File: src/rtl/issue_arb_pkg.sv
// Shared constants and sizing helpers for the issue-stage round-robin arbiter.
package issue_arb_pkg;

  localparam int MAX_ARB_REQ = 64;

  function automatic int clog2(input int n);
    int r;
    r = 0;
    while ((1 << r) < n) r++;
    return r;
  endfunction

  // Pointer/index width for n requesters; never narrower than one bit.
  function automatic int ptr_w(input int n);
    return (n <= 2) ? 1 : clog2(n);
  endfunction

endpackage

File: src/rtl/issue_rr_rotate_arbiter_rotate.sv
// Combinational circular rotator of arbitrary width (no power-of-two padding).
// DIR=0 rotates right, DIR=1 rotates left; shamt is assumed to be < WIDTH.
module circular_rotate_nb #(
  parameter int WIDTH   = 8,
  parameter int SHAMT_W = 3,
  parameter bit DIR     = 1'b0
) (
  input  logic [WIDTH-1:0]   din,
  input  logic [SHAMT_W-1:0] shamt,
  output logic [WIDTH-1:0]   dout
);

  for (genvar s = 0; s < SHAMT_W; s++) begin : g_stage
    // Stage weight is reduced modulo WIDTH so non-power-of-two widths wrap correctly.
    localparam int AMT = (1 << s) % WIDTH;
    localparam int SH  = DIR ? ((WIDTH - AMT) % WIDTH) : AMT;

    logic [WIDTH-1:0] src;
    logic [WIDTH-1:0] rot;
    logic [WIDTH-1:0] lvl;

    if (s == 0) begin : g_first
      assign src = din;
    end else begin : g_next
      assign src = g_stage[s-1].lvl;
    end

    if (SH == 0) begin : g_pass
      assign rot = src;
    end else begin : g_rot
      assign rot = {src[SH-1:0], src[WIDTH-1:SH]};
    end

    assign lvl = shamt[s] ? rot : src;
  end

  assign dout = g_stage[SHAMT_W-1].lvl;

endmodule

File: src/rtl/issue_rr_rotate_arbiter.sv
// Round-robin issue arbiter: rotate req by the priority pointer, pick the lowest
// set bit, rotate the index back, and register the grant.
module issue_rr_rotate_arbiter
  import issue_arb_pkg::*;
#(
  parameter int NUM_REQ = 40,
  parameter int PTR_W   = ptr_w(NUM_REQ)
) (
  input  logic               clk,
  input  logic               rst_n,
  input  logic [NUM_REQ-1:0] req,
  input  logic               arb_en,
  input  logic               ptr_ld,
  input  logic [PTR_W-1:0]   ptr_ld_val,
  output logic               grant_valid,
  output logic [NUM_REQ-1:0] grant_oh,
  output logic [PTR_W-1:0]   grant_id,
  output logic [PTR_W-1:0]   prio_ptr
);

  localparam logic [PTR_W:0] N_EXT = (PTR_W+1)'(NUM_REQ);

  logic [NUM_REQ-1:0] rot;
  logic [PTR_W-1:0]   k;
  logic [PTR_W:0]     sum;
  logic [PTR_W-1:0]   win;
  logic [PTR_W:0]     win_inc;
  logic [PTR_W-1:0]   nxt_ptr;
  logic [PTR_W-1:0]   ld_ptr;
  logic [NUM_REQ-1:0] win_oh;
  logic [NUM_REQ-1:0] gid_oh;

  circular_rotate_nb #(
    .WIDTH   (NUM_REQ),
    .SHAMT_W (PTR_W),
    .DIR     (1'b0)
  ) u_rot (
    .din   (req),
    .shamt (prio_ptr),
    .dout  (rot)
  );

  always_comb begin
    k = '0;
    for (int i = NUM_REQ - 1; i >= 0; i--)
      if (rot[i]) k = PTR_W'(i);
  end

  // Modulo add back into the unrotated index space; one subtract suffices since both terms < NUM_REQ.
  assign sum     = {1'b0, prio_ptr} + {1'b0, k};
  assign win     = (sum >= N_EXT) ? PTR_W'(sum - N_EXT) : PTR_W'(sum);
  assign win_inc = {1'b0, win} + (PTR_W+1)'(1);
  assign nxt_ptr = (win_inc >= N_EXT) ? '0 : win_inc[PTR_W-1:0];
  assign ld_ptr  = ({1'b0, ptr_ld_val} >= N_EXT) ? '0 : ptr_ld_val;

  always_comb begin
    win_oh = '0;
    gid_oh = '0;
    for (int i = 0; i < NUM_REQ; i++) begin
      win_oh[i] = (win == PTR_W'(i));
      gid_oh[i] = (grant_id == PTR_W'(i));
    end
  end

  always_ff @(posedge clk or negedge rst_n) begin
    if (!rst_n) begin
      grant_valid <= 1'b0;
      grant_oh    <= '0;
      grant_id    <= '0;
      prio_ptr    <= '0;
    end else begin
      grant_valid <= 1'b0;
      grant_oh    <= '0;
      if (arb_en && (|req)) begin
        grant_valid <= 1'b1;
        grant_oh    <= win_oh;
        grant_id    <= win;
        prio_ptr    <= nxt_ptr;
      end
      // A load wins over the advance; this cycle's grant already used the old pointer.
      if (ptr_ld) prio_ptr <= ld_ptr;
    end
  end

  a_oh_onehot0 : assert property (@(posedge clk) disable iff (!rst_n)
    $onehot0(grant_oh));
  a_oh_vs_valid : assert property (@(posedge clk) disable iff (!rst_n)
    ((grant_oh != '0) == grant_valid));
  a_oh_vs_id : assert property (@(posedge clk) disable iff (!rst_n)
    grant_valid |-> (grant_oh == gid_oh));
  a_granted_req : assert property (@(posedge clk) disable iff (!rst_n)
    grant_valid |-> ((grant_oh & $past(req)) != '0));
  a_ptr_range : assert property (@(posedge clk) disable iff (!rst_n)
    ({1'b0, prio_ptr} < N_EXT));

endmodule

File: config.mk
export PLATFORM = sky130hd
export DESIGN_NAME = issue_rr_rotate_arbiter
export DESIGN_NICKNAME = d
export VERILOG_FILES = /design/src/rtl/issue_arb_pkg.sv /design/src/rtl/issue_rr_rotate_arbiter_rotate.sv /design/src/rtl/issue_rr_rotate_arbiter.sv
export SDC_FILE = /design/constraint.sdc
export NUM_CORES = 1
export LEC_CHECK = 0
export ABC_AREA = 1
export BUFFER_PORTS_ARGS = -buffer_cell sky130_fd_sc_hd__buf_4
export CORE_ASPECT_RATIO = 0.75
export CORE_UTILIZATION = 55
export DETAILED_ROUTE_END_ITERATION = 10
export PLACE_DENSITY = 0.87
export SETUP_SLACK_MARGIN = 0.3
export SLEW_MARGIN = 20
export SYNTH_ARGS = -nofsm -noshare
export SYNTH_HDL_FRONTEND = slang
export SYNTH_HIERARCHICAL = 1
export SYNTH_SLANG_ARGS = --single-unit
File: constraint.sdc
create_clock -name clk -period 8.5 [get_ports clk]
set_clock_uncertainty 0.2 [all_clocks]
set_input_delay 0 -clock clk [delete_from_list [all_inputs] [get_ports clk]]
set_output_delay 0 -clock clk [all_outputs]
set_load 0.01 [all_outputs]
## Word level (Yosys, flattened, before mapping)

Index checks and enable logic that the tools add are counted.

- Bits in latches: 0
- Flip-flop bits (word level): 53
- Memory bits (read-only): 0
- Memory bits (writable): 0
- Input port bits: 50
- Output and inout port bits: 53
- Word-level logic and storage cells: 106
- Memories kept: 0

- Reduce and logical (&&, ||, !) cells: 4
- Divide/modulo/power cells: 0
- Multipliers: 0
- Multiplexer cells: 53
- Magnitude comparators: 3
- Bitwise logic cells: 0
- Eq/ne operators: 39
- Add/subtract/negate cells: 3
- Shifts and indexed selects: 0

Operator list:

| kind | count |
|---|---|
| $mux 40 | 7 |
| $mux 6 | 45 |
| $eq 6x5->1 const B | 16 |
| $eq 6x4->1 const B | 8 |
| $eq 6x6->1 const B | 8 |
| $reduce_or 40->1 | 1 |
| $eq 6x3->1 const B | 4 |
| $ge 7x6->1 const B | 2 |
| $eq 6x2->1 const B | 2 |
| $add 6x1->7 const B | 1 |
| $add 6x6->7 | 1 |
| $eq 6x1->1 const B | 1 |
| $ge 6x6->1 const B | 1 |
| $logic_not 6->1 | 1 |
| $sub 6x6->6 const B | 1 |
| $reduce_bool 2->1 | 1 |
| $logic_and 1x1->1 | 1 |
| $mux 1 | 1 |

## Logic depth before layout (Yosys ltp)

- Word-level depth: 54
- Mapped depth: 75
- Gate-level depth less buffers: 73

## Cells and area by module

The synthesis kept the hierarchy.

By module, submodules not included:

| module | instances | seq. area each (um^2) | area an instance (um^2) | cells each |
|---|---|---|---|---|
| circular_rotate_nb | 1 | 0.0 | 2945.3 | 620 |
| issue_rr_rotate_arbiter | 1 | 1326.3 | 2881.5 | 369 |

## Least setup slack after synthesis

Ideal clock, no wire load.

- Path type: flip-flop to flip-flop
- Start: reg prio_ptr[0]
- End: reg prio_ptr[3]
- Stages on the path, launching flop included: 72
- Data required time: 8196 ps
- Buffers on the path: 2
- Slack: 2536 ps
- Library setup time: 104 ps
- Clock period less this slack: 5964 ps
- Arrival time: 5660 ps
- Path through: dfrtp_1 buf_6 buf_4 nand2_1 nand3_1 nand3_1 nand3_1 nand3_1 nand2_1 nand2_1 nand2_1 inv_1 nand2_1 nand2_1 nand2_1 nand2_1 nand2_1 nand2_1 [36 not listed] a21oi_1 o21ai_1 xor2_1 inv_1 ha_1 o21ai_0 nand2_1 nand2_2 nand2_1 nand2_2 inv_2 nor2_2 nand2_1 xor2_1 nand2_1 nand2_1 nand2_2 o311ai_1

- Elaborated cells on any way between the ends: 55
- Classes of those cells: add/sub (3); order compare (2); mux (50)

RTL lines:

| item | RTL line | text |
|---|---|---|
| start: declaration | issue_rr_rotate_arbiter.sv:18 | `output logic [PTR_W-1:0] prio_ptr` |
| start signal: assignment | issue_rr_rotate_arbiter.sv:78 | `prio_ptr <= nxt_ptr;` |
| start signal: assignment | issue_rr_rotate_arbiter.sv:81 | `if (ptr_ld) prio_ptr <= ld_ptr;` |
| $mux 40 (*) (6 in a row) | issue_rr_rotate_arbiter_rotate.sv:34 | `assign lvl = shamt[s] ? rot : src;` |
| net rot[38] | issue_rr_rotate_arbiter.sv:23 | `logic [NUM_REQ-1:0] rot;` |
| $mux 6 (*) (39 in a row) | issue_rr_rotate_arbiter.sv:46 | `if (rot[i]) k = PTR_W'(i);` |
| $add 6x6->7 (*) | issue_rr_rotate_arbiter.sv:50 | `assign sum = {1'b0, prio_ptr} + {1'b0, k};` |
| $sub 6x6->6 or $ge 7x6->1 (tied branches) | issue_rr_rotate_arbiter.sv:51 | `assign win = (sum >= N_EXT) ? PTR_W'(sum - N_EXT) : PTR_W'(sum);` |
| $mux 6 (*) | issue_rr_rotate_arbiter.sv:51 |  |
| $add 6x1->7 (*) | issue_rr_rotate_arbiter.sv:52 | `assign win_inc = {1'b0, win} + (PTR_W+1)'(1);` |
| $ge 7x6->1 | issue_rr_rotate_arbiter.sv:53 | `assign nxt_ptr = (win_inc >= N_EXT) ? '0 : win_inc[PTR_W-1:0];` |
| $mux 6 (*) | issue_rr_rotate_arbiter.sv:53 |  |
| $mux 6 (*) | issue_rr_rotate_arbiter.sv:74 | `if (arb_en && (\|req)) begin` |
| $mux 6 (*) | issue_rr_rotate_arbiter.sv:81 |  |

The timed path passes the listed nets; every way through them passes the cells marked *. The select of a mux whose other input is x is not followed.
A chain may end at the register's enable or synchronous reset.

## Worst setup path in the final report

- Start: reg prio_ptr[0]
- End: reg prio_ptr[5]

The elaborated chain is that of the path after synthesis.

==> results.toml <==
[final_layout]
regArea_um2 = 1330
fin_nets = 1142
multi_input_area_um2 = 4030
fillCellCount = 835
final_cell_mix = "nand3_1 (333), nand2_1 (286), buf_4 (117)"
syn_to_final_growth_pct = 22.8
final_common_cell = "nand3_1"
drive_above_1_share = 0.195

[critical_path]
required_ns = 8.53
critPathLaunchType = "flip-flop"
ff2ff_path_depth = 75
cp-end-kind = "flip-flop"
critPathMaxStageDelay_ns = 0.60
crit_path_frequent_cell = "nand2_1"
cp_slowest_cell = "dlygate4sd3_1"
cp.arrival_ns = 7.72
crit_fanout = 21
critPathKind = "flip-flop to flip-flop"

[global_route]
grt_antenna_before_repair = 1
met2_usage = 0.594
track_usage = 0.403
busiest_layer = "met2"
use_met1 = 0.557
grt-ovfl-total = 0
use_met3 = 0.139
grt_pass1_vias = 6858
grt_pass1_wl_um = 34800
grt_max_degree = 54

[yosys]
async_reset_ff_frac = 1.00
synth_area_um2 = 5830
syn-instance-count = 989
synth-seq-cells = 53
synth_ff_type = "dfrtp_1"
yosys_warnings = 6
syn_avg_cell_area_um2 = 5.89
seq_area_frac_synth = 0.228
synth_cell_types = 40
synth_nets = 1051
synth_edf_count = 0

[cts]
cts.sinks = 53
path_clk_slew_ns = 0.08
cts-root-buf = "clkbuf_16"
h-tree-depth = 2
clock_latency_ns = 0.30
cts_tree = "built"
numCtsBuffers = 5
cts_max_path_buffers = 2

[sta]
worst_slew_pin_slew_ns = 0.988
max_freq_mhz = 130
grt_setup_unrepaired = "no"
fin_crit_sh = 0.905
fin_crit_ns = 7.69
slew_headroom = 0.341
hold_viol = 0
drv_slew = 0
setup_tns_ns = 0
finalSetupViolations = 0

[drt]
wl_um = 23400
dr_total_vias = 7875
drt_iter0_markers = 1536
antenna_left = 0
drtPass1Iterations = 9
drc = 0
wire_per_inst_um = 19.2
via_per_inst = 6.47

[hold_path]
hp-class = "input port to asynchronous set/reset pin"

[run_status]
outcome = "complete, no violations"

[placed_design]
io_buffers = 102
hpwl_um = 15500
gp_congestion = 1.06

[die]
num_rows = 32
coreArea_um2 = 10300
ios = 103
die_h_um = 91.1
die_w_um = 121
initial_core_util = 0.566
dieArea_um2 = 11000

[run]
cap_viol_max_count = 0
worst max-delay path: cells and delay by family (launching register included):
family / cells / cell delay (ns)
simple gates: 55 / 3.56
buf+inv: 10 / 1.46
fa+ha+maj: 3 / 0.82
compound gates: 5 / 0.65
flops: 1 / 0.47
xor+xnor: 2 / 0.40
Yosys cell counts, types with 5 or more instances:
library cell  instances  area [µm²]
a21oi_1               5        25.0
buf_2                28         140
clkbuf_1             17        63.8
dfrtp_1              53        1330
ha_1                 11         138
inv_1                63         236
nand2_1             287        1080
nand2_2              45         282
nand3_1             342        1710
nor2_1               59         221
nor4_1               18         113
o21ai_0               7        35.0
logic make-up (layout without fill, tap and decap cells):
kind of cell	count (synthesis)	count (layout)	share of synthesized area
xor gates and xnor gates	7	7	0.0131
AOI/OAI and AO/OA	27	27	0.0329
buffers and inverters	126	218	0.100
and+or+nand+nor	764	764	0.599
other	0	1	0
DFF	53	53	0.228
adders and majority gates	12	12	0.0271
area by class of cell:
cell class | count | area share
antenna | 1 | 0.000350
clock buffer | 5 | 0.0175
clock inverter | 3 | 0.00402
inverter | 68 | 0.0400
multi-input combinational | 810 | 0.564
sequential | 53 | 0.186
tap | 136 | 0.0238
timing repair buffer | 141 | 0.163
timing repair inverter | 1 | 0.00157
metrics by stage:
stage                     setup slack, ns  hold WS [ns]  instances  area [µm²]   util
after floorplan                      2.54        -0.496        989        5830      -
after global placement               1.47        -0.138       1178        6510  0.633
after detailed placement             1.28        -0.130       1178        6510  0.633
after CTS                           0.463        0.0895       1205        6850  0.666
after global routing                0.124         0.156       1217        7150  0.695
final                               0.811        0.0896       1218        7160  0.695
routing by layer:
| layer | share of wire | vias to the layer above |
|---|---|---|
| li1 | - | 3490 |
| met1 | 0.39 | 3532 |
| met2 | 0.42 | 719 |
| met3 | 0.15 | 134 |
| met4 | 0.042 | 0 |
| met5 | 0 | - |
worst paths after layout:
path,start,end,slack [ns]
worst min register to register,grant_id[0],grant_id[0],0.31
worst max-delay path,prio_ptr[0],prio_ptr[5],0.81
worst min-delay path,rst_n,grant_oh[4],0.09
worst max register to register,prio_ptr[0],prio_ptr[5],0.81
max in group asynchronous,rst_n,prio_ptr[0],7.51
min in group clk,grant_id[0],grant_id[0],0.31
registers in the layout, summed over array words and instances, names as in the netlist:
register     cells
grant_oh        40
prio_ptr         6
grant_id         6
grant_valid      1
timing repair:
| item | CTS | global route |
|---|---|---|
| endpoints found under the hold margin | 62 | 0 |
| resized for setup | 0 | 36 |
| buffers inserted | 0 | 9 |
| hold buffers | 19 | 0 |
| endpoints found under the setup margin | 0 | 38 |
Power is left out: the tool's default activity adds up to more than one toggle a clock period on the data nets, which glitch-free logic cannot reach.
